--- src/rtl/cryptoprocessor_sequencer.sv ---
// ---------------------------------------------------------------------------
// cryptoprocessor_sequencer
//
// Program sequencer placed in front of the cryptoprocessor wrapper. A host
// loads a body of field-arithmetic command words {INS, rd1, rd2, wr} into a
// small program memory. On start the body is replayed loop_count times. Each
// word goes to the cryptoprocessor through a valid/ready handshake, so chained
// evaluations such as VDF iterations run without per-command host writes.
//
// Handshake: cp_ins_in_o is the valid and cp_ready_i is the ready. A word is
// transferred on a rising edge where both are high. While valid is high and
// ready is low, cp_command_o and cp_ins_in_o hold stable. Valid never drops
// without a transfer, except on abort or reset.
//
// Ports
//   clk_i          clock, all logic on the rising edge
//   rst_i          synchronous reset, active high
//   prog_we_i      program-memory write strobe (honoured in IDLE only)
//   prog_addr_i    program-memory write address
//   prog_data_i    program-memory write data {INS, rd1, rd2, wr}
//   prog_len_i     body length in words, 1..PROG_DEPTH, sampled on start
//   loop_count_i   body repetitions, sampled on start
//   start_i        start a run (IDLE only)
//   abort_i        stop a run, back to IDLE without done
//   cp_ready_i     cryptoprocessor accepts the current word this cycle
//   cp_ins_in_o    command valid
//   cp_command_o   command word
//   busy_o         high while running
//   done_o         one-cycle completion pulse
//   iter_cnt_o     completed body iterations of the current or last run
//   err_o          sticky error flag, cleared only by reset
//   state_o        current FSM state (0 IDLE, 1 RUN, 2 DONE), for debug
// ---------------------------------------------------------------------------
module cryptoprocessor_sequencer #(
  parameter int INS_W      = 3,
  parameter int ADDR_W     = 7,
  parameter int PROG_DEPTH = 64,
  parameter int LOOP_W     = 32,
  localparam int CMD_W     = INS_W + 3 * ADDR_W,
  localparam int PC_W      = $clog2(PROG_DEPTH)
) (
  input  logic              clk_i,
  input  logic              rst_i,
  input  logic              prog_we_i,
  input  logic [PC_W-1:0]   prog_addr_i,
  input  logic [CMD_W-1:0]  prog_data_i,
  input  logic [PC_W:0]     prog_len_i,
  input  logic [LOOP_W-1:0] loop_count_i,
  input  logic              start_i,
  input  logic              abort_i,
  input  logic              cp_ready_i,
  output logic              cp_ins_in_o,
  output logic [CMD_W-1:0]  cp_command_o,
  output logic              busy_o,
  output logic              done_o,
  output logic [LOOP_W-1:0] iter_cnt_o,
  output logic              err_o,
  output logic [1:0]        state_o
);

  typedef enum logic [1:0] {
    S_IDLE = 2'd0,
    S_RUN  = 2'd1,
    S_DONE = 2'd2
  } state_e;

  localparam logic [PC_W-1:0] PC_ZERO = '0;

  state_e            state_q;
  logic [CMD_W-1:0]  mem_q [PROG_DEPTH];
  logic [PC_W-1:0]   pc_q;
  logic [PC_W-1:0]   pc_d;
  logic [PC_W:0]     len_q;
  logic [LOOP_W-1:0] loop_q;
  logic [LOOP_W-1:0] iter_q;
  logic [LOOP_W-1:0] iter_d;
  logic [CMD_W-1:0]  cmd_q;
  logic              ins_q;
  logic              busy_q;
  logic              done_q;
  logic              err_q;

  logic accept;
  logic last_word;
  logic final_iter;
  logic len_bad;

  assign pc_d       = pc_q + PC_W'(1);
  assign iter_d     = iter_q + LOOP_W'(1);
  assign accept     = ins_q & cp_ready_i;
  assign last_word  = ({1'b0, pc_q} == (len_q - (PC_W+1)'(1)));
  assign final_iter = (iter_d == loop_q);
  // Zero-length bodies and bodies longer than the memory are rejected.
  assign len_bad    = (prog_len_i == '0) ||
                      (prog_len_i > (PC_W+1)'(PROG_DEPTH));

  // Program memory: no reset, so a body survives rst and abort. Writes are
  // honoured only in IDLE so a running body can never change under the pc.
  always_ff @(posedge clk_i) begin
    if (!rst_i && prog_we_i && (state_q == S_IDLE)) begin
      mem_q[prog_addr_i] <= prog_data_i;
    end
  end

  always_ff @(posedge clk_i) begin
    if (rst_i) begin
      state_q <= S_IDLE;
      pc_q    <= '0;
      len_q   <= '0;
      loop_q  <= '0;
      iter_q  <= '0;
      cmd_q   <= '0;
      ins_q   <= 1'b0;
      busy_q  <= 1'b0;
      done_q  <= 1'b0;
      err_q   <= 1'b0;
    end else begin
      case (state_q)
        S_IDLE: begin
          if (start_i) begin
            if (len_bad) begin
              err_q <= 1'b1;
            end else if (loop_count_i == '0) begin
              // Nothing to issue: report completion straight away.
              iter_q  <= '0;
              done_q  <= 1'b1;
              state_q <= S_DONE;
            end else begin
              pc_q    <= '0;
              len_q   <= prog_len_i;
              loop_q  <= loop_count_i;
              iter_q  <= '0;
              cmd_q   <= mem_q[PC_ZERO];
              ins_q   <= 1'b1;
              busy_q  <= 1'b1;
              state_q <= S_RUN;
            end
          end
        end

        S_RUN: begin
          if (prog_we_i) begin
            err_q <= 1'b1;
          end
          // Abort wins over a transfer on the same edge.
          if (abort_i) begin
            ins_q   <= 1'b0;
            busy_q  <= 1'b0;
            state_q <= S_IDLE;
          end else if (accept) begin
            if (!last_word) begin
              pc_q  <= pc_d;
              cmd_q <= mem_q[pc_d];
            end else begin
              iter_q <= iter_d;
              if (final_iter) begin
                // done_q rises here so the pulse lands in the DONE cycle,
                // one cycle after the last transfer.
                ins_q   <= 1'b0;
                busy_q  <= 1'b0;
                done_q  <= 1'b1;
                state_q <= S_DONE;
              end else begin
                pc_q  <= '0;
                cmd_q <= mem_q[PC_ZERO];
              end
            end
          end
        end

        S_DONE: begin
          done_q  <= 1'b0;
          state_q <= S_IDLE;
        end

        default: begin
          state_q <= S_IDLE;
        end
      endcase
    end
  end

  assign cp_ins_in_o  = ins_q;
  assign cp_command_o = cmd_q;
  assign busy_o       = busy_q;
  assign done_o       = done_q;
  assign iter_cnt_o   = iter_q;
  assign err_o        = err_q;
  assign state_o      = state_q;

endmodule

--- config.mk ---
export PLATFORM = sky130hd
export DESIGN_NAME = cryptoprocessor_sequencer
export DESIGN_NICKNAME = d
export VERILOG_FILES = /design/src/rtl/cryptoprocessor_sequencer.sv
export SDC_FILE = /design/constraint.sdc
export NUM_CORES = 2
export LEC_CHECK = 0
export CAP_MARGIN = 15
export CORE_MARGIN = 8
export CORE_UTILIZATION = 45
export DETAILED_ROUTE_END_ITERATION = 10
export PLACE_DENSITY_LB_ADDON = 0.2
export SYNTH_ARGS = -nofsm -noshare
export SYNTH_HDL_FRONTEND = slang
export SYNTH_SLANG_ARGS = --single-unit
--- constraint.sdc ---
create_clock -name clk_i -period 3.49 [get_ports clk_i]
set_input_delay 0.698 -clock clk_i [delete_from_list [all_inputs] [get_ports clk_i]]
set_output_delay 0.698 -clock clk_i [all_outputs]
set_load 0.01 [all_outputs]
Word level (Yosys, flattened, before mapping)
Memories as Yosys holds them, arrays and structs flattened.
Index checks and enable logic that the tools add are counted.
{"block": "word_totals", "in_bits": 75, "mem_bits_rw": 1536, "regBits": 106, "memories": 1}
{"name": "mem_q", "words": 64, "word_bits": 24, "read_ports": 2, "rd_clocked_by_memory_dff": 0, "wr": 1, "line": "70", "rtl": "logic [CMD_W-1:0] mem_q [PROG_DEPTH];"}
{"block": "classes", "n_addsub": 3, "eq_ne": 18, "bitwise_logic": 3, "muxes": 52, "magnitude_cmp": 1, "reduce_logical": 16}
{"operator": "$mux W24", "n": 7}
{"operator": "$mux W32", "n": 5}
{"operator": "$pmux W32 S2", "n": 1}
{"operator": "$pmux W24 S2", "n": 1}
{"operator": "$mux W6", "n": 7}
{"operator": "$add A32 B1 Y32 const B", "n": 1}
{"operator": "$eq A32 B32 Y1", "n": 1}
{"operator": "$logic_not A32 Y1", "n": 1}
{"operator": "$mux W1", "n": 19}
{"operator": "$ne A2 B2 Y1 const B", "n": 9}
{"operator": "$mux W2", "n": 7}
{"operator": "$reduce_and A7 Y1", "n": 2}
{"operator": "$ne A3 B3 Y1 const B", "n": 4}
{"operator": "$pmux W6 S2", "n": 1}
{"operator": "$reduce_and A4 Y1", "n": 2}
{"operator": "$reduce_and A8 Y1", "n": 1}
{"operator": "$eq A6 B7 Y1", "n": 1}
{"operator": "$gt A7 B7 Y1 const B", "n": 1}
{"operator": "$logic_not A7 Y1", "n": 1}
{"operator": "$sub A7 B1 Y7 const B", "n": 1}
{"operator": "$add A6 B1 Y6 const B", "n": 1}
{"operator": "$reduce_and A6 Y1", "n": 1}
{"operator": "$reduce_and A5 Y1", "n": 1}
{"operator": "$pmux W1 S2", "n": 2}
{"operator": "other kinds (13)", "n": 15}

Depth between registers and ports, before layout
{"block": "logic_depth", "ltp_word": 7, "depth_mapped": 13, "ltp_nobuf": 10}

Least setup slack after synthesis
OpenSTA, ideal clock, no wires.
{"block": "synth_path", "kind": "input-to-reg", "start": "input rst_i", "end": "memory mem_q[59][0] (netlist name), enable pin", "t_arrival_ns": 2.730, "setup_ns": 0.405, "required_ns": 3.085, "setup_slack_ns": 0.355, "cell_stages": 5, "cell_sequence": "clkbuf_1 nor2_1 nor4bb_1 nand3_1 nor2_1"}
{"block": "synth_via", "elab_chain_cells": 5}
{"element": "from (decl)", "line": "43", "rtl": "input logic rst_i,"}
{"element": "$logic_not A1 Y1", "line": "100", "rtl": "if (!rst_i && prog_we_i && (state_q == S_IDLE)) begin"}
{"element": "$logic_and A1 B1 Y1 (2 in a row)", "line": "100"}
{"element": "$mux W1", "line": "100"}
{"element": "$mux W1 (not written as such)", "line": "101", "rtl": "mem_q[prog_addr_i] <= prog_data_i;"}
{"element": "to (decl)", "line": "70"}
Every way passes these cells.

Final worst setup path
{"block": "layout_path", "start": "register iter_q[2] (netlist: iter_cnt_o[2])", "end": "register state_q[0] (netlist: state_o[0])"}
{"block": "layout_via", "elab_chain_cells": 4}
{"element": "from (decl)", "line": "75", "rtl": "logic [LOOP_W-1:0] iter_q;"}
{"element": "from (signal assigned)", "line": "155", "rtl": "iter_q <= iter_d;"}
{"element": "$add A32 B1 Y32", "line": "89", "rtl": "assign iter_d = iter_q + LOOP_W'(1);"}
{"element": "$eq A32 B32 Y1", "line": "92", "rtl": "assign final_iter = (iter_d == loop_q);"}
{"element": "$ne A3 B3 Y1 (no line)"}
{"element": "$reduce_and A5 Y1 (no line)"}
{"element": "to (signal assigned)", "line": "107", "rtl": "state_q <= S_IDLE;"}
{"element": "to (signal assigned)", "line": "127", "rtl": "state_q <= S_DONE;"}
{"element": "to (signal assigned)", "line": "136", "rtl": "state_q <= S_RUN;"}
{"element": "to (decl)", "line": "69", "rtl": "state_e state_q;"}
Every way passes these cells.
A chain may end at the register's enable or synchronous reset.

==> metrics <==
maxcap violations 0; drt total wl 177 mm; Largest stage delay, worst path 0.54 ns; Synth-to-Final Area Change 18.5%; Mapped Nets 3,573; Remaining DRCs 0; reg-to-reg slack, setup 0.25 ns; Die W 396 um; Setup Buffers After CTS 0; final hold viol count 0; # setup viols final 0; top_reg_cell synth edfxtp_1; top cells by area, synth edfxtp_1, mux4_2, dfxtp_1; Post-Syn Area per Cell 18.6 um2; Synth cell types 76; RSZ-0062 raised after global routing false; Worst-Margin Slew 1.01 ns; FP Rows 139; Vias 35,200; Hold Buf Count CTS 0; Yosys warnings 0; Max clock buf depth 3; worst path arrival time 3.90 ns; initial core utilization 0.453; Leak 24.0 nW; CTS tree built; Worst setup SP type register; core area 144,000 um2; PwrDens 531 nW/um2; placed cell count 5,633; vias per std cell 5.91; Netlist Area Pre-Place 65,100 um2; clk slew on worst S/H paths 0.06 ns; Rel. slew slack 0.329; slowest CP cell or4_4; Final Max Tran Viols 0; footprint of the multi-input gates 16,100 um2; crit-path max FO 9; H-tree depth 4; Final Cycle Share 0.927; per-cell routed wire length 29.7 um; Yosys reg bits 1,642; Syn Inst Count 3,495; critical path's top delay family simple AND/OR/NAND/NOR gates; Async SR Flop Fraction 0; vias in the first global route 35,300; VDD IR max 0.476 mV; Total GRT Usage 0.222; First-pass DRT Iterations 6; Filler Cells Inserted 11,400; I/O pins 137; fin area 77,100 um2; Post-synth EDFFs 1,536; register area share after synthesis 0.741; die footprint 157,000 um2; first-pass GRT wire length 254 mm; drt initial violations 3,259; critical path required time 4.15 ns; gpl congestion 0.897; initial antenna violation count 4; Die Y 396 um; worst-path cell chain nand4_1 -> nor4_4 -> a211o_1 -> nand4_1 -> or4_4 -> nor4_4 -> buf_4 -> nor4b_1 -> o2bb2ai_1; number of port buffers 136; nets@finish 3,981; fin cells 5,951; Sequential Area 48,300 um2; crit path time final 3.24 ns; Inserted Clock Buffers 171; status finished, final reports clean; kind of critical path reg2reg; Final Skew 0.0338 ns; Post-synth top cells edfxtp_1, mux4_2, nand2_1; top-area cell type share of the netlist area 0.709; Yosys top cell by area edfxtp_1; DP Wirelength 108 mm; Worst-Skew Late Latency 0.80 ns; cts repair resizes 0; Max Clk Rate 0.309 GHz; gr ovfl total 0; layout cells sized above 1 0.264; Sink Count 1,642; clock root buffer clkbuf_16; worst hold path class in2reg; Crit. End Element register; largest net degree at the start of global routing 79; Placed Area 71,600 um2; Worst Path Buf+Inv 1; count leader, synth edfxtp_1; Routed Antenna Nets 0
[per-stage QoR]
stage	power, mW	hold slack (ns)	TNS, ns	setup slack [ns]	util
after floorplan	22.7	0.476	0	0.355	-
after global placement	23.5	0.444	-10.21	-0.277	0.498
after detailed placement	23.5	0.451	-8.68	-0.255	0.498
after CTS	41.3	0.320	0	0.277	0.537
after global routing	42.1	0.354	0	0.0378	0.537
final	41.0	0.378	0	0.254	0.537
[final cells by class]
type | count | area share
diodes | 4 | 0.000130
flip-flops and latches | 1642 | 0.626
repair buffers | 454 | 0.0627
multi-input cells | 1623 | 0.209
clock buffers | 212 | 0.0580
inverters | 11 | 0.000535
well taps | 1903 | 0.0309
clock inverters | 102 | 0.0133
[registers in the layout (all words and copies together) (netlist names)]
register,count
busy_o,1
cp_command_o,24
done_o,1
err_o,1
iter_cnt_o,32
len_q,7
loop_q,32
mem_q,1536
pc_q,6
state_o,2
[routing by layer]
metal,vias to the layer above,GRT usage,part of all wire
li1,15000,-,-
met1,18600,0.303,0.41
met2,1364,0.363,0.48
met3,231,0.0414,0.070
met4,0,0.0762,0.034
met5,-,0,0
[layout by cell type, fill, tap and decap left out, types with 13 or more instances in the layout]
| master | synthesis | routed |
|---|---|---|
| clkinv_1 | 0 | 36 |
| nor2_2 | 1 | 65 |
| clkbuf_1 | 133 | 37 |
| a32oi_1 | 46 | 46 |
| nor3_1 | 15 | 15 |
| a21oi_1 | 45 | 45 |
| buf_4 | 9 | 221 |
| nor2_1 | 157 | 92 |
| o21ai_0 | 39 | 39 |
| mux4_2 | 384 | 384 |
| mux2i_1 | 112 | 112 |
| buf_2 | 25 | 25 |
| dfxtp_1 | 106 | 104 |
| nor4_1 | 24 | 24 |
| xor2_1 | 18 | 17 |
| o211ai_1 | 25 | 25 |
| edfxtp_1 | 1536 | 1536 |
| buf_12 | 2 | 97 |
| xnor2_1 | 33 | 31 |
| nand3_1 | 98 | 98 |
| or3_1 | 14 | 14 |
| nand2_1 | 367 | 366 |
| clkinv_2 | 0 | 32 |
| clkdlybuf4s50_1 | 0 | 111 |
| bufinv_16 | 0 | 13 |
| nand4_1 | 111 | 111 |
| clkbuf_16 | 0 | 171 |
[final timing paths]
path | from | end | depth (start not counted)
min reg2reg | cp_command_o[20]$_SDFFE_PP0P_ | cp_command_o[20]$_SDFFE_PP0P_ | 2
min | prog_data_i[14] | mem_q[35][14]$_DFFE_PP_ | 1
max reg2reg | iter_cnt_o[2]$_SDFFE_PP0P_ | state_o[0]$_SDFFE_PP0P_ | 9
max | iter_cnt_o[2]$_SDFFE_PP0P_ | state_o[0]$_SDFFE_PP0P_ | 9
[worst reg2reg max path, delay by kind of cell (launching register included)]
family	cells	cell delay (ns)
buffers and inverters	1	0.20
AND/OR/NAND/NOR	6	2.05
AO/OA/AOI/OAI	2	0.32
flip-flops	1	0.52
[cells by family (layout without fill, tap and decap cells)]
logic type,after synthesis,in the layout,synth area share
adder cells (fa/ha/maj),3,3,0.000577
AND/OR/NAND/NOR,864,864,0.0635
multiplexers,497,497,0.150
buffers and inverters,230,779,0.0151
flip-flops,1642,1642,0.741
XOR/XNOR,52,52,0.00721
other,0,4,0
AO/OA/AOI/OAI,207,207,0.0221
[power breakdown]
group	switching (mW)	internal, mW
Sequential	0.0582	21.6
Clock	7.70	10.1
Combinational	0.905	0.557
(Power assumes the default switching activity.)
